## config.mk

```make
export PLATFORM = sky130hd
export DESIGN_NAME = mcycle_processor_flat
export DESIGN_NICKNAME = d
export VERILOG_FILES = /design/src/rtl/mcycle_processor_if.sv /design/src/rtl/mcycle_processor.sv /design/src/flat_wrapper.sv
export SDC_FILE = /design/constraint.sdc
export NUM_CORES = 1
export LEC_CHECK = 0
export ABC_CLOCK_PERIOD_IN_PS = 22900
export CORE_ASPECT_RATIO = 0.7
export CORE_MARGIN = 2
export CORE_UTILIZATION = 45
export CTS_CLUSTER_DIAMETER = 120
export DETAILED_ROUTE_END_ITERATION = 7
export SKIP_LAST_GASP = 1
export SLEW_MARGIN = 10
export SYNTH_ARGS = -nofsm -noshare
export SYNTH_HDL_FRONTEND = slang
export SYNTH_SLANG_ARGS = --single-unit
```

## constraint.sdc

```tcl
create_clock -name clk -period 22.9 [get_ports clk]
set_clock_uncertainty 0.2 [all_clocks]
set_input_delay 3.435 -clock clk [delete_from_list [all_inputs] [get_ports clk]]
set_output_delay 3.435 -clock clk [all_outputs]
set_load 0.01 [all_outputs]
```

## src/rtl/mcycle_processor_if.sv

```systemverilog
// Instruction/immediate word stream into the multi-cycle core.
// The producer drives the word and valid; the core answers with ready.
interface mcycle_processor_if #(
  parameter int W = 9
);
  logic [W-1:0] din;
  logic         din_valid;
  logic         din_ready;

  modport master (output din, output din_valid, input din_ready);
  modport slave  (input din, input din_valid, output din_ready);
endinterface

```

## src/rtl/mcycle_processor.sv

```systemverilog
// Multi-cycle register-machine core: eight opcodes over a shared bus with an
// A/G accumulator pair, a display register H and a valid/ready word input.
module mcycle_processor #(
  parameter int DATA_W = 16,
  parameter int NREG   = 8
) (
  input  logic              clk,
  input  logic              rst,
  input  logic              en,
  mcycle_processor_if.slave in_bus,
  output logic [DATA_W-1:0] disp_out,
  output logic              disp_valid,
  output logic [3:0]        tick,
  output logic              busy,
  output logic              instr_done,
  output logic              z_flag,
  output logic              n_flag
);
  localparam int RIDX = $clog2(NREG);
  localparam int IN_W = 3 + 2 * RIDX;
  localparam logic [DATA_W-1:0] SHIFT_LIM = DATA_W'(DATA_W);

  typedef enum logic [2:0] {FETCH, DECODE, EXEC, IMM, WB} state_t;
  typedef enum logic [2:0] {
    OP_DISP, OP_ADD, OP_ADD_I, OP_SUB, OP_MUL, OP_SRL, OP_SLL, OP_MOV_I
  } op_t;

  state_t            state, nxt;
  logic [IN_W-1:0]   ir;
  logic [DATA_W-1:0] a, g, h;
  logic [DATA_W-1:0] regs [NREG];
  logic              disp_pulse;

  op_t               op;
  logic [RIDX-1:0]   rx, ry;
  logic [DATA_W-1:0] b, imm_ext, alu, g_new;
  logic              accept;

  assign op      = op_t'(ir[IN_W-1 -: 3]);
  assign rx      = ir[2*RIDX-1 -: RIDX];
  assign ry      = ir[RIDX-1:0];
  assign b       = regs[ry];
  assign imm_ext = DATA_W'($signed(in_bus.din));

  assign in_bus.din_ready = en & ((state == FETCH) | (state == IMM));
  assign accept           = in_bus.din_ready & in_bus.din_valid;

  assign disp_out   = h;
  assign disp_valid = en & disp_pulse;
  assign instr_done = en & (((state == DECODE) & (op == OP_DISP)) |
                            ((state == IMM) & accept & (op == OP_MOV_I)) |
                            (state == WB));

  function automatic logic [3:0] tick_of(state_t s);
    case (s)
      FETCH:       return 4'b0001;
      DECODE:      return 4'b0010;
      EXEC, IMM:   return 4'b0100;
      default:     return 4'b1000;
    endcase
  endfunction

  // Shift amounts are unsigned register values; anything past the width clears.
  always_comb begin
    alu = '0;
    case (op)
      OP_ADD:  alu = a + b;
      OP_SUB:  alu = a - b;
      OP_MUL:  alu = a * b;
      OP_SRL:  alu = (b >= SHIFT_LIM) ? '0 : (a >> b);
      OP_SLL:  alu = (b >= SHIFT_LIM) ? '0 : (a << b);
      default: alu = '0;
    endcase
  end

  assign g_new = (state == IMM) ? (a + imm_ext) : alu;

  always_comb begin
    nxt = state;
    case (state)
      FETCH:  if (accept) nxt = DECODE;
      DECODE: begin
        case (op)
          OP_DISP:           nxt = FETCH;
          OP_MOV_I, OP_ADD_I: nxt = IMM;
          default:           nxt = EXEC;
        endcase
      end
      IMM:    if (accept) nxt = (op == OP_MOV_I) ? FETCH : WB;
      EXEC:   nxt = WB;
      default: nxt = FETCH;
    endcase
  end

  // Everything freezes while en is low, including the pending display pulse.
  always_ff @(posedge clk or posedge rst) begin
    if (rst) begin
      state      <= FETCH;
      tick       <= 4'b0001;
      busy       <= 1'b0;
      ir         <= '0;
      a          <= '0;
      g          <= '0;
      h          <= '0;
      z_flag     <= 1'b0;
      n_flag     <= 1'b0;
      disp_pulse <= 1'b0;
      for (int i = 0; i < NREG; i++) regs[i] <= '0;
    end else if (en) begin
      state      <= nxt;
      tick       <= tick_of(nxt);
      busy       <= (nxt != FETCH);
      disp_pulse <= (state == DECODE) & (op == OP_DISP);
      case (state)
        FETCH:  if (accept) ir <= in_bus.din;
        DECODE: begin
          if (op == OP_DISP) h <= regs[rx];
          else               a <= regs[rx];
        end
        IMM: begin
          if (accept) begin
            if (op == OP_MOV_I) begin
              regs[rx] <= imm_ext;
            end else begin
              g      <= g_new;
              z_flag <= (g_new == '0);
              n_flag <= g_new[DATA_W-1];
            end
          end
        end
        EXEC: begin
          g      <= g_new;
          z_flag <= (g_new == '0);
          n_flag <= g_new[DATA_W-1];
        end
        WB:      regs[rx] <= g;
        default: ;
      endcase
    end
  end
endmodule
```

## src/flat_wrapper.sv

```systemverilog
// flat-port wrapper written by rule: the top's interface ports become plain ports
module mcycle_processor_flat 
#(
  parameter int DATA_W = 16,
  parameter int NREG   = 8
)
  (clk, rst, en, disp_out, disp_valid, tick, busy, instr_done, z_flag, n_flag, in_bus_din, in_bus_din_valid, in_bus_din_ready);
  mcycle_processor_if in_bus_i ();
  input  logic clk;
  input  logic rst;
  input  logic en;
  output logic [DATA_W-1:0] disp_out;
  output logic disp_valid;
  output logic [3:0] tick;
  output logic busy;
  output logic instr_done;
  output logic z_flag;
  output logic n_flag;
  input wire logic [$bits(in_bus_i.din)-1:0] in_bus_din;
  input wire logic [$bits(in_bus_i.din_valid)-1:0] in_bus_din_valid;
  output wire logic [$bits(in_bus_i.din_ready)-1:0] in_bus_din_ready;
  assign in_bus_i.din = in_bus_din;
  assign in_bus_i.din_valid = in_bus_din_valid;
  assign in_bus_din_ready = in_bus_i.din_ready;
  mcycle_processor #(.DATA_W(DATA_W), .NREG(NREG)) u_core (.clk(clk), .rst(rst), .en(en), .in_bus(in_bus_i), .disp_out(disp_out), .disp_valid(disp_valid), .tick(tick), .busy(busy), .instr_done(instr_done), .z_flag(z_flag), .n_flag(n_flag));
endmodule
```

==> results.cfg, run 1 <==
[clocking]
ctsResizeCount = 0
clkTransAtPathRegs_ns = 0.07
cts_setup_buffers = 0
cts_tree = done
worstSkewPairLatency_ns = 0.45
ctsHoldBuffers = 0
htreeDepth = 4
cts_buffers = 17
cts.sinks = 195
clockRootBuffer = clkbuf_16
cts_buffer_depth = 2

[place]
port_buffers = 38
dp_hpwl_um = 43100
gp_congestion = 0.989

[pwr]
leakage_nw = 8.18
switching_share = 0.542
p_seq_frac = 0.196
internal_power_mw = 1.45
p_sw_mw = 1.72
p_total_mw = 3.16
clockPowerShare = 0.098
p_per_area_nw_per_um2 = 174
combPwrFrac = 0.706
ir_worst_vdd_mv = 0.0668

[synth]
synth_edf_count = 0
yosys_warnings = 0
ys.flop_type = dfrtp_1
ys_types = 92
yosysSeqAreaShare = 0.290
synth_area_um2 = 16800
ys_ff_latch = 195
synth_fa_ha_area_frac = 0.158
syn_nets = 2099
synth_top_family_by_area = compound AO/OA/AOI/OAI gates
async_reset_ff_frac = 1.00
synth_compound_area_frac = 0.190
muxShareOfSynthArea = 0.0892
synth_simple_gate_area_frac = 0.171
avgSynthCellArea_um2 = 8.75
synth_xor_area_frac = 0.0394
syn_inst = 1923

[setup_path]
crit_chain = clkdlybuf4s50_1, inv_1, nor2_1, o21ai_0, a21oi_1, clkdlybuf4s50_1
crit_top_cell = clkdlybuf4s50_1
crit_fanout = 11
path_class = input pin to primary output
worstPathRequired_ns = 19.27
critPathMaxStageDelay_ns = 0.67
worstSetupEndpointType = primary output
crit_path_start_kind = input pin
worst-endpoint-arrival_ns = 5.49
cp_slowest_cell = clkdlybuf4s50_1

[run]
maxCapViolCount = 0

[timing]
maxSlewViolCount = 0
tightest_slew_ns = 1.33
fin_crit_ns = 9.12
relSlewSlack = 0.0995
hold_violations = 0
finalSetupViolCount = 0
period_share = 0.398
rsz0062_at_grt = no
max_freq_mhz = 110
tns_ns = 0

[grt]
grt.overflow.total = 0
grtUsageTotal = 0.304
grt_pass1_vias = 14393
grt_pass1_wl_um = 90500
antenna_found_initial = 1
grt_max_degree = 143

[routing]
firstDrtPassIters = 5
ant_nets = 0
drc_errors = 0
drt-total-wl_um = 59100
routedWlPerCell_um = 24.6
drt_iter0_drc = 1648
drt-vias-per-instance = 6.23
vias = 14985

[cells_and_area]
area_growth_pct = 8.23
final_cell_mix = nand2_1 (304), dfrtp_1 (193), o21ai_0 (189)
layout_commonest_cell = nand2_1
fill_cells = 3528
finalNetCount = 2081
drive_gt1_frac = 0.0944

[floorplanning]
die_y_um = 166
dieWidth_um = 235
dieArea_um2 = 39000
ios = 39
start_util = 0.455
coreArea_um2 = 37000
rows = 59

[min_path]
hold_class = flip-flop to flip-flop

[run_status]
status = finished, final reports clean
[sequential cells by signal, summed over array words and instances, names as in the netlist, 3 cells and up]
| name | flops |
|---|---|
| u_core.regs | 128 |
| u_core.a | 16 |
| u_core.disp_out | 16 |
| u_core.g | 16 |
| u_core.tick | 4 |
| u_core.state | 3 |
| u_core.ir | 9 |
[layer usage]
layer,track usage,vias to the layer above,share of wire
met1,0.476,7392,0.47
met4,0.0721,0,0.020
met3,0.0718,89,0.10
li1,-,6713,-
met2,0.420,791,0.40
met5,0,-,0
[critical path, delay by kind of cell]
family | cells | cell delay (ns)
compound gates | 2 | 0.28
buf+inv | 3 | 1.40
simple gates | 1 | 0.36
[layout make-up]
cell class / instances / area (um2) / share of cell area
multi-input cells: 1479 / 10900 / 0.600
repair buffers: 76 / 666 / 0.0366
flip-flops and latches: 195 / 4880 / 0.268
clock inverters: 15 / 171 / 0.00941
diodes: 1 / 2.50 / 0.000137
clock buffers: 17 / 425 / 0.0234
inverters: 136 / 518 / 0.0284
well taps: 488 / 611 / 0.0335
[stage by stage]
stage | instance area (um2) | hold WS, ns | util | cells | setup slack (ns)
floorplan | 16800 | 0.239 | - | 1923 | 13.95
global placement | 17600 | 0.259 | 0.476 | 2373 | 13.84
detailed placement | 17600 | 0.262 | 0.476 | 2373 | 13.82
CTS | 18200 | 0.279 | 0.492 | 2405 | 13.81
global route | 18200 | 0.302 | 0.492 | 2406 | 13.57
finish | 18200 | 0.278 | 0.492 | 2407 | 13.78
[synthesized netlist by cell type, types with 52 or more instances]
master / number / area, um2
clkbuf_1: 81 / 304
dfrtp_1: 194 / 4850
o21ai_0: 189 / 946
and2_1: 52 / 325
nand2_1: 304 / 1140
nor2_1: 75 / 282
xnor2_1: 55 / 482
ha_1: 81 / 1010
a21oi_1: 65 / 325
a22oi_1: 72 / 541
fa_1: 82 / 1640
inv_1: 133 / 499
nand3_1: 72 / 360
mux2_2: 61 / 687
[kinds of logic (layout without fill, tap and decap cells)]
family,Yosys count,in the layout
compound gates,502,502
xor+xnor,71,71
fa+ha+maj,163,163
buf+inv,249,244
flops,195,195
mux,123,123
other cells,0,1
simple gates,620,620
[worst paths after layout]
check / endpoint / depth (start not counted) / startpoint / slack [ns]
max in group asynchronous: u_core.regs[2]$_DFFE_PP0P_ / 3 / rst / 17.73
worst min-delay path: u_core.g[7]$_DFFE_PP0P_ / 2 / u_core.g[7]$_DFFE_PP0P_ / 0.28
worst min register to register: u_core.g[7]$_DFFE_PP0P_ / 2 / u_core.g[7]$_DFFE_PP0P_ / 0.28
worst max-delay path: in_bus_din_ready / 6 / en / 13.78
worst max register to register: u_core.z_flag$_DFFE_PP0P_ / 23 / u_core.ir[2]$_DFFE_PP0P_ / 14.00
min in group asynchronous: u_core.tick[1]$_DFFE_PP0P_ / 2 / rst / 3.35
[power by group through the flow]
stage / clock (mW) / combinational (mW) / sequential, mW
final: 0.310 / 2.23 / 0.620
after floorplan: 0 / 1.56 / 0.545
after global placement: 0 / 2.15 / 0.616
after global routing: 0.328 / 2.43 / 0.634
after detailed placement: 0 / 2.16 / 0.619
after CTS: 0.313 / 2.18 / 0.613
Note: power is estimated with default switching activity, not from simulation.
==> inputs of run 2 (changes only) <==
--- a/config.mk
+++ b/config.mk
@@ -5,7 +5,7 @@
 export SDC_FILE = /design/constraint.sdc
 export NUM_CORES = 1
 export LEC_CHECK = 0
-export ABC_CLOCK_PERIOD_IN_PS = 22900
+export ABC_CLOCK_PERIOD_IN_PS = 8210
 export CORE_ASPECT_RATIO = 0.7
 export CORE_MARGIN = 2
 export CORE_UTILIZATION = 45
==> constraint.sdc (replaced) <==
create_clock -name clk -period 8.21 [get_ports clk]
set_clock_uncertainty 0.2 [all_clocks]
set_input_delay 1.2315 -clock clk [delete_from_list [all_inputs] [get_ports clk]]
set_output_delay 1.2315 -clock clk [all_outputs]
set_load 0.01 [all_outputs]
==> run 2 against run 1 <==
  * Clock-buffer cell count grew 1
  * Sequential power increased to 2.8 times the previous value
  * Combinational power grew to 2.9 times the previous value
  * Register-to-register slack got worse by 14 ns
  * Largest cell class unchanged
  * Largest power group unchanged
==> results.cfg, run 2 (synthesis results as in run 1) <==
[timing]
relSlewSlack = 0.182
fin_hold_ws_ns = 0.284
maxSlewViolCount = 0
tns_ns = 0
rsz0062_at_grt = no
finalSetupViolCount = 0
period_share = 0.945
max_freq_mhz = 129
hold_violations = 0
fin_crit_ns = 7.76
setup_ws_ns = 0.451
tightest_slew_ns = 1.23

[clocking]
cts_setup_buffers = 0
cts_tree = done
clkTransAtPathRegs_ns = 0.08
clockRootBuffer = clkbuf_16
cts_buffers = 17
ctsResizeCount = 0
worstSkewPairLatency_ns = 0.45
htreeDepth = 4
ctsHoldBuffers = 0
cts.sinks = 195
cts_buffer_depth = 2

[setup_path]
critPathMaxStageDelay_ns = 0.63
path_class = flip-flop to flip-flop
crit_fanout = 18
worstSetupEndpointType = flip-flop
worst-endpoint-arrival_ns = 7.95
path_buf_inv = 5
crit_path_start_kind = flip-flop
cp_top_family = adder cells
crit_top_cell = fa_1
crit_chain = buf_4, mux2i_1, a22oi_1, buf_4, nand3_1, fa_1, fa_1, fa_1, fa_1, inv_1, fa_1, inv_1, fa_1, inv_1, ha_1, and3_1, a211oi_1, o21bai_1, a21oi_1, xnor2_1, o2bb2ai_1, a211o_1, nor4_1, a32o_1
cp_slowest_cell = fa_1
worstPathRequired_ns = 8.40

[pwr]
ir_worst_vdd_mv = 0.197
p_per_area_nw_per_um2 = 495
p_total_mw = 9.10
leakage_nw = 8.28

[cells_and_area]
final_cells = 2424
final_cell_mix = nand2_1 (304), dfrtp_1 (193), o21ai_0 (189)
drive_gt1_frac = 0.103
top_register = u_core.regs
area_growth_pct = 9.20
finalNetCount = 2097
largest_register_ffs = 128
final_area_um2 = 18400
fill_cells = 3510
layout_commonest_cell = nand2_1
fin_util = 0.497

[place]
gp_congestion = 0.979
dp_worst_setup_slack_ns = 0.413
dp_hpwl_um = 46500
port_buffers = 38
dp.cells = 2390
placed_cell_area_um2 = 17700

[grt]
grt.overflow.total = 0
grt_max_degree = 126
antenna_found_initial = 1
grt_pass1_wl_um = 94400
grtUsageTotal = 0.320
grt_pass1_vias = 14353

[routing]
firstDrtPassIters = 7
drc_errors = 0
drt-vias-per-instance = 6.33
drt-total-wl_um = 62400
vias = 15339
ant_nets = 0
drt_iter0_drc = 2062
routedWlPerCell_um = 25.7

[floorplanning]
ios = 39
rows = 59
dieArea_um2 = 39000
dieWidth_um = 235
start_util = 0.455
die_y_um = 166
coreArea_um2 = 37000

[min_path]
hold_class = flip-flop to flip-flop

[run_status]
status = finished, final reports clean

[run]
maxCapViolCount = 0
-- run 2: path summary, 6_finish.rpt --
check	cells past startpoint	slack [ns]	endpoint	from
max in group asynchronous	3	5.17	u_core.regs[82]$_DFFE_PP0P_	rst
hold / removal	1	0.28	u_core.busy$_DFFE_PP0P_	u_core.busy$_DFFE_PP0P_
min in group asynchronous	2	1.18	u_core.ir[5]$_DFFE_PP0P_	rst
setup / recovery	24	0.45	u_core.z_flag$_DFFE_PP0P_	u_core.ir[2]$_DFFE_PP0P_
setup reg to reg	24	0.45	u_core.z_flag$_DFFE_PP0P_	u_core.ir[2]$_DFFE_PP0P_
hold reg to reg	1	0.28	u_core.busy$_DFFE_PP0P_	u_core.busy$_DFFE_PP0P_
-- run 2: worst reg2reg max path, stage by stage (launching register included) --
cell	delay, ns
dfrtp_4	0.58
buf_4	0.35
mux2i_1	0.15
a22oi_1	0.23
buf_4	0.25
nand3_1	0.29
fa_1	0.63
fa_1	0.59
fa_1	0.45
fa_1	0.55
inv_1	0.05
fa_1	0.47
inv_1	0.05
fa_1	0.47
inv_1	0.04
ha_1	0.34
and3_1	0.20
a211oi_1	0.38
o21bai_1	0.12
a21oi_1	0.19
xnor2_1	0.14
o2bb2ai_1	0.16
a211o_1	0.34
nor4_1	0.27
a32o_1	0.21
-- run 2: cell type report --
cell class | instances | area, um2 | share of cell area
clock buffer | 18 | 439 | 0.0239
timing repair buffer | 92 | 786 | 0.0428
antenna | 2 | 5.00 | 0.000272
sequential | 195 | 4880 | 0.266
inverter | 136 | 518 | 0.0282
tap | 488 | 611 | 0.0332
clock inverter | 14 | 191 | 0.0104
multi-input combinational | 1479 | 10900 | 0.595
-- run 2: per-layer routing --
metal | vias to the layer above | GRT usage | share of wire
li1 | 6745 | - | -
met4 | 0 | 0.0638 | 0.016
met3 | 85 | 0.0828 | 0.12
met5 | - | 0 | 0
met2 | 966 | 0.424 | 0.39
met1 | 7543 | 0.516 | 0.47
-- run 2: where the power goes --
| group | switching [mW] | internal (mW) | leakage, nW |
|---|---|---|---|
| clock network | 0.417 | 0.500 | 0.304 |
| logic | 4.06 | 2.36 | 5.35 |
| registers | 0.480 | 1.28 | 2.62 |
| total | 4.96 | 4.14 | 8.28 |
